===== config.mk =====
export PLATFORM = sky130hd
export DESIGN_NAME = oam_dma_ctrl_flat
export DESIGN_NICKNAME = d
export VERILOG_FILES = /design/src/rtl/oam_dma_ctrl_if.sv /design/src/rtl/oam_dma_ctrl.sv /design/src/flat_wrapper.sv
export SDC_FILE = /design/constraint.sdc
export NUM_CORES = 1
export LEC_CHECK = 0
export BUFFER_PORTS_ARGS = -buffer_cell sky130_fd_sc_hd__buf_2
export CORE_MARGIN = 10
export CORE_UTILIZATION = 45
export CTS_CLUSTER_SIZE = 30
export DETAILED_ROUTE_END_ITERATION = 10
export PLACE_DENSITY = 0.78
export SETUP_SLACK_MARGIN = 0.5
export SYNTH_ARGS = -nofsm -noshare
export SYNTH_HDL_FRONTEND = slang
export SYNTH_SLANG_ARGS = --single-unit

===== constraint.sdc =====
create_clock -name clk -period 2.1 [get_ports clk]
set_input_delay 0.105 -clock clk [delete_from_list [all_inputs] [get_ports clk]]
set_output_delay 0.105 -clock clk [all_outputs]
set_load 0.02 [all_outputs]

===== src/rtl/oam_dma_ctrl_if.sv =====
// CPU-side and memory-controller-side signals of the sprite DMA sequencer.
// The slave modport is the DMA block; the master modport is whatever drives the CPU/memory pins.
interface oam_dma_ctrl_if;
  logic [15:0] cpu_addr_in;
  logic [7:0]  cpu_data_in;
  logic        cpu_write_en;
  logic        cpu_read_en;
  logic        cpu_stall;
  logic        dma_busy;
  logic [15:0] mem_addr_out;
  logic [7:0]  mem_data_out;
  logic        mem_write_en;
  logic        mem_read_en;
  logic [7:0]  mem_data_in;

  modport slave (
    input  cpu_addr_in, cpu_data_in, cpu_write_en, cpu_read_en, mem_data_in,
    output cpu_stall, dma_busy, mem_addr_out, mem_data_out, mem_write_en, mem_read_en
  );

  modport master (
    output cpu_addr_in, cpu_data_in, cpu_write_en, cpu_read_en, mem_data_in,
    input  cpu_stall, dma_busy, mem_addr_out, mem_data_out, mem_write_en, mem_read_en
  );
endinterface


===== src/rtl/oam_dma_ctrl.sv =====
// Sprite DMA sequencer: a CPU write to DMA_REG_ADDR stalls the CPU and copies a 256-byte page
// into sprite RAM through OAM_DATA_ADDR. Transparent pass-through when idle.
module oam_dma_ctrl #(
  parameter logic [15:0] DMA_REG_ADDR  = 16'h4014,
  parameter logic [15:0] OAM_DATA_ADDR = 16'h2004
) (
  input logic           clk,
  input logic           rst,
  oam_dma_ctrl_if.slave bus
);

  typedef enum logic [2:0] {
    StIdle,
    StDummy,
    StAlign,
    StRead,
    StWrite
  } state_e;

  state_e      state_q;
  logic [7:0]  page_q;
  logic [7:0]  idx_q;
  logic        odd_q;
  logic        busy_q;
  logic        trigger;

  assign trigger = (state_q == StIdle) && bus.cpu_write_en && (bus.cpu_addr_in == DMA_REG_ADDR);

  always_ff @(posedge clk or negedge rst) begin
    if (!rst) begin
      state_q <= StIdle;
      page_q  <= 8'h00;
      idx_q   <= 8'h00;
      odd_q   <= 1'b0;
      busy_q  <= 1'b0;
    end else begin
      odd_q <= ~odd_q;
      unique case (state_q)
        StIdle: begin
          if (trigger) begin
            page_q  <= bus.cpu_data_in;
            idx_q   <= 8'h00;
            state_q <= StDummy;
            busy_q  <= 1'b1;
          end
        end
        // An odd cycle here costs one extra ALIGN so reads land on even cycles.
        StDummy: state_q <= odd_q ? StAlign : StRead;
        StAlign: state_q <= StRead;
        StRead:  state_q <= StWrite;
        StWrite: begin
          if (idx_q == 8'hFF) begin
            state_q <= StIdle;
            busy_q  <= 1'b0;
          end else begin
            idx_q   <= idx_q + 8'h01;
            state_q <= StRead;
          end
        end
        default: begin
          state_q <= StIdle;
          busy_q  <= 1'b0;
        end
      endcase
    end
  end

  assign bus.cpu_stall = busy_q;
  assign bus.dma_busy  = busy_q;

  always_comb begin
    bus.mem_addr_out = bus.cpu_addr_in;
    bus.mem_data_out = bus.cpu_data_in;
    bus.mem_write_en = 1'b0;
    bus.mem_read_en  = 1'b0;
    unique case (state_q)
      StIdle: begin
        bus.mem_read_en  = bus.cpu_read_en;
        // The trigger write is consumed here, never forwarded to memory.
        bus.mem_write_en = bus.cpu_write_en && (bus.cpu_addr_in != DMA_REG_ADDR);
      end
      StRead: begin
        bus.mem_addr_out = {page_q, idx_q};
        bus.mem_read_en  = 1'b1;
      end
      StWrite: begin
        bus.mem_addr_out = OAM_DATA_ADDR;
        bus.mem_data_out = bus.mem_data_in;
        bus.mem_write_en = 1'b1;
      end
      default: begin
        bus.mem_write_en = 1'b0;
        bus.mem_read_en  = 1'b0;
      end
    endcase
  end

endmodule


===== src/flat_wrapper.sv =====
// flat-port wrapper written by rule: the top's interface ports become plain ports
module oam_dma_ctrl_flat 
#(
  parameter logic [15:0] DMA_REG_ADDR  = 16'h4014,
  parameter logic [15:0] OAM_DATA_ADDR = 16'h2004
)
  (clk, rst, bus_cpu_addr_in, bus_cpu_data_in, bus_cpu_write_en, bus_cpu_read_en, bus_mem_data_in, bus_cpu_stall, bus_dma_busy, bus_mem_addr_out, bus_mem_data_out, bus_mem_write_en, bus_mem_read_en);
  oam_dma_ctrl_if bus_i ();
  input logic clk;
  input logic rst;
  input wire logic [$bits(bus_i.cpu_addr_in)-1:0] bus_cpu_addr_in;
  input wire logic [$bits(bus_i.cpu_data_in)-1:0] bus_cpu_data_in;
  input wire logic [$bits(bus_i.cpu_write_en)-1:0] bus_cpu_write_en;
  input wire logic [$bits(bus_i.cpu_read_en)-1:0] bus_cpu_read_en;
  input wire logic [$bits(bus_i.mem_data_in)-1:0] bus_mem_data_in;
  output wire logic [$bits(bus_i.cpu_stall)-1:0] bus_cpu_stall;
  output wire logic [$bits(bus_i.dma_busy)-1:0] bus_dma_busy;
  output wire logic [$bits(bus_i.mem_addr_out)-1:0] bus_mem_addr_out;
  output wire logic [$bits(bus_i.mem_data_out)-1:0] bus_mem_data_out;
  output wire logic [$bits(bus_i.mem_write_en)-1:0] bus_mem_write_en;
  output wire logic [$bits(bus_i.mem_read_en)-1:0] bus_mem_read_en;
  assign bus_i.cpu_addr_in = bus_cpu_addr_in;
  assign bus_i.cpu_data_in = bus_cpu_data_in;
  assign bus_i.cpu_write_en = bus_cpu_write_en;
  assign bus_i.cpu_read_en = bus_cpu_read_en;
  assign bus_i.mem_data_in = bus_mem_data_in;
  assign bus_cpu_stall = bus_i.cpu_stall;
  assign bus_dma_busy = bus_i.dma_busy;
  assign bus_mem_addr_out = bus_i.mem_addr_out;
  assign bus_mem_data_out = bus_i.mem_data_out;
  assign bus_mem_write_en = bus_i.mem_write_en;
  assign bus_mem_read_en = bus_i.mem_read_en;
  oam_dma_ctrl #(.DMA_REG_ADDR(DMA_REG_ADDR), .OAM_DATA_ADDR(OAM_DATA_ADDR)) u_core (.clk(clk), .rst(rst), .bus(bus_i));
endmodule

# Word level (Yosys, flattened, before mapping)
# Index checks and enable logic that the tools add are counted.
[word_totals]
reg_bits = 21
input_bits = 36
[classes]
add_sub_neg = 1
n_eq_ne = 10
mux = 14
bitwise = 2
n_reduce_logical = 9
[ops]
columns = ["cell", "count"]
rows = [
  ["16-bit case mux with 2 select lines", 1],
  ["8-bit 2-to-1 mux", 3],
  ["16-bit by 15-bit == test with 1-bit output, second input constant", 1],
  ["16-bit by 15-bit != test with 1-bit output, second input constant", 1],
  ["8-bit case mux with 2 select lines", 1],
  ["3-bit case mux with 5 select lines", 1],
  ["8-bit by 1-bit adder with 8-bit output, second input constant", 1],
  ["8-bit == test, second input constant", 1],
  ["3-bit by 2-bit == test with 1-bit output, second input constant", 2],
  ["3-bit AND reduction", 2],
  ["2-bit by 1-bit != test with 1-bit output, second input constant", 2],
  ["1-bit case mux with 2 select lines", 2],
  ["3-bit by 1-bit == test with 1-bit output, second input constant", 1],
  ["3-bit == test, second input constant", 1],
  ["1-bit logical AND", 3],
  ["3-bit zero test", 1],
  ["1-bit 2-to-1 mux", 3],
  ["3-bit 2-to-1 mux", 1],
  ["1-bit case mux with 3 select lines", 1],
  ["3-bit OR reduction", 1],
  ["2-bit 2-to-1 mux", 1],
  ["2-bit != test, second input constant", 1],
  ["1-bit inverter", 2],
  ["2-bit AND reduction", 1],
  ["2-bit nonzero test", 1],
]

# Longest topological paths before layout
# Gate-level depths: netlist of run 1.
[depth]
ltp_word = 5
depth_mapped = 7
ltp_nobuf = 5

# Worst setup path after synthesis of run 1
# No wires, ideal clock.
[synth_timing]
kind = "flip-flop to flip-flop"
from = "register u_core.state_q[0]"
to = "register u_core.idx_q[7]"
setup_ns = 0.119
arrival_ns = 1.509
setup_slack_ns = 0.472
stages_incl_launch_ff = 7
path_buffers = 2
period_less_slack_ns = 1.628
path_cell_list = "dfrtp_1 -> buf_6 -> or3b_1 -> buf_2 -> nor4_1 -> and3_1 -> nor3_2"
[synth_via]
elab_chain_cells = 5
word_cells_on_any_way = 9
classes_between = "eq/ne (3); mux (1); reduce/logical (5)"
[synth_rtl]
columns = ["item", "line_no", "rtl"]
rows = [
  ["from (decl)", "oam_dma_ctrl.sv:20", "state_e state_q;"],
  ["from (signal assigned)", "oam_dma_ctrl.sv:31", "state_q <= StIdle;"],
  ["from (signal assigned)", "oam_dma_ctrl.sv:43", "state_q <= StDummy;"],
  ["from (signal assigned)", "oam_dma_ctrl.sv:48", "StDummy: state_q <= odd_q ? StAlign : StRead;"],
  ["3-bit zero test", "oam_dma_ctrl.sv:27, oam_dma_ctrl.sv:38", ""],
  ["1-bit logical AND (2 in a row)", "oam_dma_ctrl.sv:27", "assign trigger = (state_q == StIdle) && bus.cpu_write_en && (bus.cpu_addr_in == DMA_REG_ADDR);"],
  ["2-bit by 1-bit != test with 1-bit output (no line)", "n/a", ""],
  ["3-bit AND reduction (no line)", "n/a", ""],
  ["to (signal assigned)", "oam_dma_ctrl.sv:56", "idx_q <= idx_q + 8'h01;"],
  ["to (decl)", "oam_dma_ctrl.sv:22", "logic [7:0] idx_q;"],
]
# Several ways; a longest one is shown, not always the timed one.
# A chain may end at the register's enable or synchronous reset.

# Final worst setup path of run 1
[layout_timing]
from = "register u_core.state_q[0]"
to = "output bus_mem_addr_out[8]"
[layout_via]
elab_chain_cells = 2
word_cells_on_any_way = 3
classes_between = "eq/ne (2); mux (1)"
[layout_rtl]
columns = ["item", "line_no", "rtl"]
rows = [
  ["3-bit == test / 3-bit by 2-bit == test with 1-bit output (equally long branches)", "oam_dma_ctrl.sv:76", "unique case (state_q)"],
  ["16-bit case mux with 2 select lines *", "oam_dma_ctrl.sv:76", ""],
  ["to (decl)", "flat_wrapper.sv:18", "output wire logic [$bits(bus_i.mem_addr_out)-1:0] bus_mem_addr_out;"],
]
# Mark *: on every way between the ends. The rest lies on a longest branch, timed or not.

==> impl_summary.txt, run 1 <==
----------------------------------------------------
[Outcome]
  Status ... completed

[GRT]
  Maximum number of pins on one net before global-route repair ... 22
  Vias in the first global route ... 1683
  First-pass GRT wire length ... 8.10 mm
  Initial antenna violation count ... 0
  GR Util met1 ... between 20 and 25%
  Sum of overflow across all layers after global routing ... 0
  All-layer global routing usage ... 18.7%
  Layer with the highest usage after global routing ... met2
  GR Layer Usage met3 ... under 10%
  Global Route met2 Usage ... 31.0%

[Synthesis]
  Mapped Avg Cell Area ... ~9.0 µm²
  Yosys warns ... 0
  Total nets after synthesis ... 181
  Unique masters post-synth ... 38
  Fraction of the yosys area taken by sequential cells ... 40.5%
  Synth top area cells ... sky130_fd_sc_hd__dfrtp_1 41%, sky130_fd_sc_hd__nand2_1 9.6%, sky130_fd_sc_hd__a22o_1 9.5%
  Yosys top cell area share ... between 40% and 50%
  Top cell type by total area after synthesis ... sky130_fd_sc_hd__dfrtp_1
  Cell area after synthesis ... 1300 µm²
  Instance count of the mapped netlist ... around 140
  Flop and latch count out of synthesis ... 21

[Worst setup path]
  Worst endpoint data arrival time ... between 1.5 and 2 ns
  Family with the most delay on the worst path ... flip-flops
  Startpoint kind of the worst setup timing path ... flip-flop
  Critical path buffers and inverters ... 3
  Crit path largest cell delay ... 0.46 ns
  Worst Path Required ... roughly 2.0 ns
  CP most frequent cell ... sky130_fd_sc_hd__buf_6
  Setup Crit Path Kind ... reg2out
  Number of stages on the worst setup path ... 6
  Worst-case reg-to-reg path depth ... 7
  Critical path endpoint category ... output pin
  Critical-path maximum fanout ... 7
  Cell with the biggest individual delay on the critical path ... sky130_fd_sc_hd__dfrtp_2
  Critical Path, Cell by Cell ... buf_6, nor3b_4, nor2_4, buf_6, a22o_1, buf_6

[Floorplan]
  Die area ... 5430 µm²
  Total I/O pin count ... 64
  Core box area ... 2760 µm²
  Die extent in x ... between 70 and 80 µm
  Row count ... 19
  Initial standard-cell utilization of the core ... 47.0%
  DIE HEIGHT ... between 70 and 80 µm

[STA]
  Tightest hold margin ... 0.0628 ns
  Actual slew at the worst max-slew pin ... 0.514 ns
  Count of pins over their slew limit ... 0
  Total Neg Setup Slack ... 0 ns
  Fin crit period ... 1.88 ns
  Part of the cycle the worst path needs ... 89.5%
  Maximum clock frequency ... approximately 530 MHz
  Unrepaired setup endpoints after global routing ... true
  Final Hold Fails ... 0
  Skew final ... 0.00336 ns
  Worst max-slew margin expressed relative to the limit ... 65.3%
  Total of endpoints with negative setup slack in the final report ... 0

[Clocking]
  TritonCTS clock tree ... yes
  Register clock-pin slew on the reported worst setup and hold paths ... about 0.13 ns
  Inserted Clock Buffers ... 3
  TritonCTS Sinks ... 21
  Level count of the clock H-tree ... 1
  Clock Tree Buf Depth ... 2
  Root Driver ... sky130_fd_sc_hd__clkbuf_4
  Clock network latency to the later pin of the worst-skew pair ... between 0.3 and 0.4 ns

[Power]
  Total power per unit cell area ... roughly 1200 nW/µm²
  Static power due to leakage ... 1.13 nW
  Largest voltage drop on the vdd net ... 0.999 mV
  Design Power ... 2.76 mW

[Finish]
  Antenna Diode Count ... 0
  Filler Cell Count ... 133
  Final cell count without fillers ... 263
  Net count, final ... 270
  Finished Core Util ... 82.3%
  Fraction of layout cells with a size suffix above 1 ... about three fifths
  Synth-to-Final Area Change ... 75.0%

[Routing]
  Count of TritonRoute iterations in the first routing pass ... 5
  Detailed-route wire length per cell ... between 20 and 25 µm
  DR vias/cell ... ~6.4
  Count of vias placed by the detailed router ... 1673
  Number of DRC violations after detailed-routing iteration 0 ... around 220
  Total wirelength of the detailed-routed design ... 5.96 mm
  Final routed DRC violation total ... 0
  Count of nets left with antenna violations after detail routing ... 0

[Worst hold path]
  Hold crit path type ... in2reg
  Depth of the worst hold-timing path ... 2

[Place]
  Final RePlAce weighted congestion ... 0.834
  Port-buffer cells ... 63
  Post-detailed-placement half-perimeter wirelength ... 3.10 mm
  Placed instance count ... 234

[Run]
  Max-capacitance violation count ... 0

----------------------------------------------------
-- layout make-up --
class                           count  area [µm²]  area share (%)
Clock buffer                        4        26.3            1.16
Inverter                            5        21.3           0.938
Multi-Input combinational cell    109         865            38.1
Sequential cell                    21         531            23.4
Tap cell                           31        38.8            1.71
Timing Repair Buffer               93         787            34.7
-- power by group --
group          internal [mW]  switching, mW  leakage, nW
combinational          0.967           1.00        0.876
clock                 0.0741          0.138       0.0150
sequential             0.477         0.0976        0.243
-- placed cells by master, fill, tap and decap left out, types with 2 or more instances in the layout --
cell type,n
sky130_fd_sc_hd__nand2_4,6
sky130_fd_sc_hd__nand4_1,2
sky130_fd_sc_hd__buf_2,38
sky130_fd_sc_hd__nor4b_1,2
sky130_fd_sc_hd__o21ai_0,4
sky130_fd_sc_hd__dfrtp_1,17
sky130_fd_sc_hd__o22a_1,2
sky130_fd_sc_hd__mux2_2,8
sky130_fd_sc_hd__buf_12,2
sky130_fd_sc_hd__inv_1,4
sky130_fd_sc_hd__o21ai_1,2
sky130_fd_sc_hd__nand2_2,11
sky130_fd_sc_hd__nor2b_1,2
sky130_fd_sc_hd__nor3_2,2
sky130_fd_sc_hd__and3_1,2
sky130_fd_sc_hd__buf_6,31
sky130_fd_sc_hd__o211ai_1,5
sky130_fd_sc_hd__buf_4,18
sky130_fd_sc_hd__a22o_1,14
sky130_fd_sc_hd__nand2_1,16
sky130_fd_sc_hd__clkbuf_4,3
sky130_fd_sc_hd__dfrtp_2,4
sky130_fd_sc_hd__buf_8,2
sky130_fd_sc_hd__nor2_1,3
sky130_fd_sc_hd__nand3_1,4
sky130_fd_sc_hd__nor4_4,2
sky130_fd_sc_hd__nor2_4,4
-- worst register-to-register path, cell delays in order (launching register included) --
cell and delay (ns):
sky130_fd_sc_hd__dfrtp_2 0.46, sky130_fd_sc_hd__buf_6 0.14, sky130_fd_sc_hd__or3b_4 0.41, sky130_fd_sc_hd__buf_8 0.16
sky130_fd_sc_hd__buf_4 0.14, sky130_fd_sc_hd__nor4_4 0.16, sky130_fd_sc_hd__and3_1 0.21, sky130_fd_sc_hd__nor3_2 0.04
-- per-layer routing --
layer  routed length (µm)  part of all wire (%)
met5                    0                     0
met4                  194                   3.3
met3                  806                    14
met2                 2720                    46
met1                 2240                    38
-- timing repair --
item	CTS	global route
pin swaps	27	17
buffers inserted	16	7
setup endpoints to repair	37	45
gates resized for setup	80	32
hold buffers	1	0
gates cloned	1	0
hold endpoints to repair	21	0
-- state kept, by name, indices dropped and copies added (netlist names) --
signal / flops
u_core.state_q: 3
u_core.odd_q: 1
u_core.page_q: 8
u_core.bus.cpu_stall: 1
u_core.idx_q: 8
-- cells by family after synthesis --
logic type                 Yosys count  synth area share, %
and+or+nand+nor                     64                 24.6
DFF                                 21                 40.5
AOI/OAI and AO/OA                   33                 18.9
adders and majority gates            1                0.965
muxes                                9                 7.72
xor gates and xnor gates             2                 1.35
buffers and inverters               14                 5.89
-- cell usage after synthesis (all sizes together) --
cell     n
dfrtp   21
nor3     2
nand2   33
a21o     1
and3     2
o31a     1
nor3b    1
nor2b    2
mux2     8
nor4     3
o211ai   5
o22a     2
or2      1
nand3b   1
a21oi    2
inv      5
o21ai    7
o22ai    1
or4      1
or3b     1
nand4    2
nor4b    3
nor2     7
xor2     1
or3      1
xnor2    1
ha       1
nand3    4
a22o    14
mux2i    1
buf      6
clkbuf   3
-- worst paths after layout --
| check | startpoint | end | slack (ns) |
|---|---|---|---|
| worst min register to register | u_core.odd_q$_DFF_PN0_ | u_core.odd_q$_DFF_PN0_ | 0.47 |
| worst min-delay path | bus_cpu_data_in[1] | u_core.page_q[1]$_DFFE_PN0P_ | 0.06 |
| max in group asynchronous | rst | u_core.state_q[2]$_DFFE_PN0P_ | 1.45 |
| worst max-delay path | u_core.state_q[0]$_DFFE_PN0P_ | bus_mem_addr_out[8] | 0.22 |
| worst max register to register | u_core.state_q[0]$_DFFE_PN0P_ | u_core.idx_q[7]$_DFFE_PN0P_ | 0.27 |
| min in group asynchronous | rst | u_core.bus.cpu_stall$_DFFE_PN0P_ | 0.28 |
-- through the flow --
step	setup slack, ns	instance area (µm²)
final	0.221	2270
after global routing	0.181	2270
after floorplan	0.486	1300
after global placement	0.211	1640
after detailed placement	0.183	1640
after CTS	0.340	2090
(Power assumes the default switching activity.)
==> inputs of run 2 (changes only) <==
==> constraint.sdc (replaced) <==
create_clock -name clk -period 2.1 [get_ports clk]
set_input_delay 0.105 -clock clk [delete_from_list [all_inputs] [get_ports clk]]
set_output_delay 0.105 -clock clk [all_outputs]
set_load 0.05 [all_outputs]
==> run 2 against run 1 <==
Net effect: final cell count is 1.5% higher; routed wire length is 25% higher; power is 25% higher; register-to-register slack worse by 0.03 ns; clock power is 5% higher; critical endpoint is now bus_mem_data_out[7]; worst setup slack worse by 0.023 ns.
==> impl_summary.txt, run 2 (synthesis gave the netlist of run 1 again) <==
----------------------------------------------------
[GRT]
  All-layer global routing usage ... 19.8% (+1.2 points)
  Vias in the first global route ... 1674 (-0.53%)
  Sum of overflow across all layers after global routing ... 0 (unchanged)
  Maximum number of pins on one net before global-route repair ... 22 (unchanged)
  First-pass GRT wire length ... 8.62 mm (+6.4%)
  Initial antenna violation count ... 0 (unchanged)

[Worst setup path]
  Setup Crit Path Kind ... reg2out
  Worst endpoint data arrival time ... 1.80 ns (+0.03 ns)
  Critical path endpoint category ... output pin
  Cell with the biggest individual delay on the critical path ... sky130_fd_sc_hd__dfrtp_1
  Critical Path, Cell by Cell ... buf_6, or3b_4, buf_6, nand2_2, nand2_2, buf_8
  Critical-path maximum fanout ... 5 (-2)
  Startpoint kind of the worst setup timing path ... flip-flop
  Crit path largest cell delay ... 0.43 ns (-0.03 ns)
  Worst Path Required ... 2.00 ns (about the same)

[STA]
  Skew final ... 0.0273 ns (+0.0240 ns)
  Total of endpoints with negative setup slack in the final report ... 0 (unchanged)
  Count of pins over their slew limit ... 0 (unchanged)
  Tightest hold margin ... 0.0512 ns (-0.0116 ns)
  Part of the cycle the worst path needs ... 90.6% (+1.1 points)
  Maximum clock frequency ... 526 MHz (-1.2%)
  Total Neg Setup Slack ... 0 ns (unchanged)
  Unrepaired setup endpoints after global routing ... true
  Actual slew at the worst max-slew pin ... 0.525 ns (+0.0117 ns)
  Final critical-path setup slack ... 0.198 ns (-0.0230 ns)
  Fin crit period ... 1.90 ns (+0.0230 ns)
  Worst max-slew margin expressed relative to the limit ... 64.5% (-0.79 points)
  Final Hold Fails ... 0 (unchanged)

[Finish]
  Commonest non-fill, non-tap cell in the layout ... sky130_fd_sc_hd__buf_2
  Post-route cell area ... 2470 µm² (+8.8%)
  Synth-to-Final Area Change ... 90.4%
  Net count, final ... 274 (+1.5%)
  Antenna Diode Count ... 0 (unchanged)
  Combined area of the multi-input logic cells ... 958 µm² (+11%)
  Fraction of layout cells with a size suffix above 1 ... 68.2% (+7.9 points)
  Most frequent cells in the layout ... 37 x sky130_fd_sc_hd__buf_2, 25 x sky130_fd_sc_hd__buf_6, 21 x sky130_fd_sc_hd__dfrtp_1, 16 x sky130_fd_sc_hd__nand2_2, 15 x sky130_fd_sc_hd__buf_4
  Largest registers ... u_core.idx_q (8), u_core.page_q (8), u_core.state_q (3)
  Filler Cell Count ... 115 (-14%)
  Sequential cell area in the final layout ... 526 µm² (-0.94%)

[Clocking]
  Inserted Clock Buffers ... 3 (unchanged)
  Clock network latency to the later pin of the worst-skew pair ... 0.33 ns (+0.02 ns)
  Root Driver ... sky130_fd_sc_hd__clkbuf_4
  TritonCTS Sinks ... 21 (unchanged)
  Register clock-pin slew on the reported worst setup and hold paths ... 0.16 ns (+0.03 ns)
  Clock Tree Buf Depth ... 2 (unchanged)
  Level count of the clock H-tree ... 1 (unchanged)
  TritonCTS clock tree ... yes

[Power]
  Net switching power figure ... 1.81 mW (+46%)
  Static power due to leakage ... 1.21 nW (+6.8%)
  Share of power burned in combinational logic ... 77.1% (+5.6 points)
  Largest voltage drop on the vdd net ... 1.28 mV (+28%)
  Clk network pwr share ... 6.4% (-1.3 points)
  Total power per unit cell area ... 1400 nW/µm² (+15%)
  Part of the power in registers ... 16.5% (-4.3 points)
  Internal portion of total power ... 1.64 mW (+8.1%)
  Switching power share of the total ... 52.5% (+7.5 points)

[Place]
  DP Area ... 1700 µm² (+3.8%)
  Pre-CTS setup slack ... 0.00311 ns (-0.180 ns)
  Final RePlAce weighted congestion ... 0.823 (-1.3%)
  Port-buffer cells ... 63 (unchanged)
  Post-detailed-placement half-perimeter wirelength ... 3.30 mm (+6.4%)

[Floorplan]
  Die extent in x ... 73.7 µm (unchanged)
  Die area ... 5430 µm² (unchanged)
  Initial standard-cell utilization of the core ... 47.0% (unchanged)
  Row count ... 19 (unchanged)
  Core box area ... 2760 µm² (unchanged)
  Total I/O pin count ... 64 (unchanged)
  DIE HEIGHT ... 73.7 µm (unchanged)

[Routing]
  Number of DRC violations after detailed-routing iteration 0 ... 252 (+16%)
  Count of TritonRoute iterations in the first routing pass ... 5 (unchanged)
  Detailed-route wire length per cell ... 27.9 µm (+23%)
  DR vias/cell ... 6.68 (+5.0%)
  Count of nets left with antenna violations after detail routing ... 0 (unchanged)
  Final routed DRC violation total ... 0 (unchanged)
  Total wirelength of the detailed-routed design ... 7.44 mm (+25%)
  Count of vias placed by the detailed router ... 1783 (+6.6%)

[Outcome]
  Status ... completed

[Worst hold path]
  Hold crit path type ... in2reg

[Run]
  Max-capacitance violation count ... 0 (unchanged)

----------------------------------------------------
[run 2: changes by cell type in the layout (fill, tap and decap cells not counted), moves of 5 or more]
cell	change
sky130_fd_sc_hd__mux2_4	+6
sky130_fd_sc_hd__mux2_2	-6
sky130_fd_sc_hd__a22o_4	+6
sky130_fd_sc_hd__a22o_1	-10
sky130_fd_sc_hd__nand2_2	+5
sky130_fd_sc_hd__buf_8	+11
sky130_fd_sc_hd__buf_6	-6
[run 2: cell type report]
class,count,area share (%)
clock buffer,3,0.912
timing repair buffer,96,36.2
clock inverter,1,0.203
multi-input combinational,110,38.8
tap,31,1.57
sequential,21,21.3
inverter,5,0.963
[run 2: through the flow]
stage                     util [%]  cells  power, mW
after floorplan                  -    144       1.81
after global placement        61.6    235       2.12
after detailed placement      61.6    235       2.16
after CTS                     79.0    255       2.90
after global routing          89.5    267       3.54
final                         89.5    267       3.45
[run 2: path summary, 6_finish.rpt]
check | slack (ns) | depth (start not counted) | end | startpoint
worst max-delay path | 0.20 | 6 | bus_mem_data_out[7] | u_core.state_q[0]$_DFFE_PN0P_
worst min-delay path | 0.05 | 2 | u_core.page_q[7]$_DFFE_PN0P_ | bus_cpu_data_in[7]
worst max register to register | 0.24 | 7 | u_core.page_q[5]$_DFFE_PN0P_ | u_core.state_q[0]$_DFFE_PN0P_
worst min register to register | 0.45 | 1 | u_core.odd_q$_DFF_PN0_ | u_core.odd_q$_DFF_PN0_
max in group asynchronous | 1.48 | 2 | u_core.page_q[2]$_DFFE_PN0P_ | rst
min in group asynchronous | 0.25 | 2 | u_core.idx_q[0]$_DFFE_PN0P_ | rst
[run 2: power groups by stage]
| stage | logic [mW] | clock network (mW) | registers [mW] |
|---|---|---|---|
| detailed placement | 1.60 | 0 | 0.558 |
| global placement | 1.57 | 0 | 0.551 |
| floorplan | 1.27 | 0 | 0.533 |
| global route | 2.73 | 0.228 | 0.574 |
| finish | 2.66 | 0.222 | 0.569 |
| CTS | 2.15 | 0.204 | 0.549 |
[run 2: what timing repair did]
item	4_1_cts	5_1_grt
pin swaps	25	20
buffers inserted	14	9
endpoints found under the hold margin	21	0
resized for setup	93	43
endpoints found under the setup margin	41	43
gates cloned	1	3
hold buffers	1	0
[run 2: routing by layer]
| metal | global-route usage, % | share of wire, % | vias up |
|---|---|---|---|
| li1 | - | - | 707 |
| met1 | 22.5 | 34 | 833 |
| met2 | 34.3 | 49 | 185 |
| met3 | 5.38 | 11 | 58 |
| met4 | 7.45 | 5.5 | 0 |
| met5 | 0 | 0 | - |
[run 2: critical path: cells and delay by family, from the launching register on]
family | cells | cell delay (ns)
flip-flops | 1 | 0.43
buffers and inverters | 3 | 0.46
AND/OR/NAND/NOR | 3 | 0.59
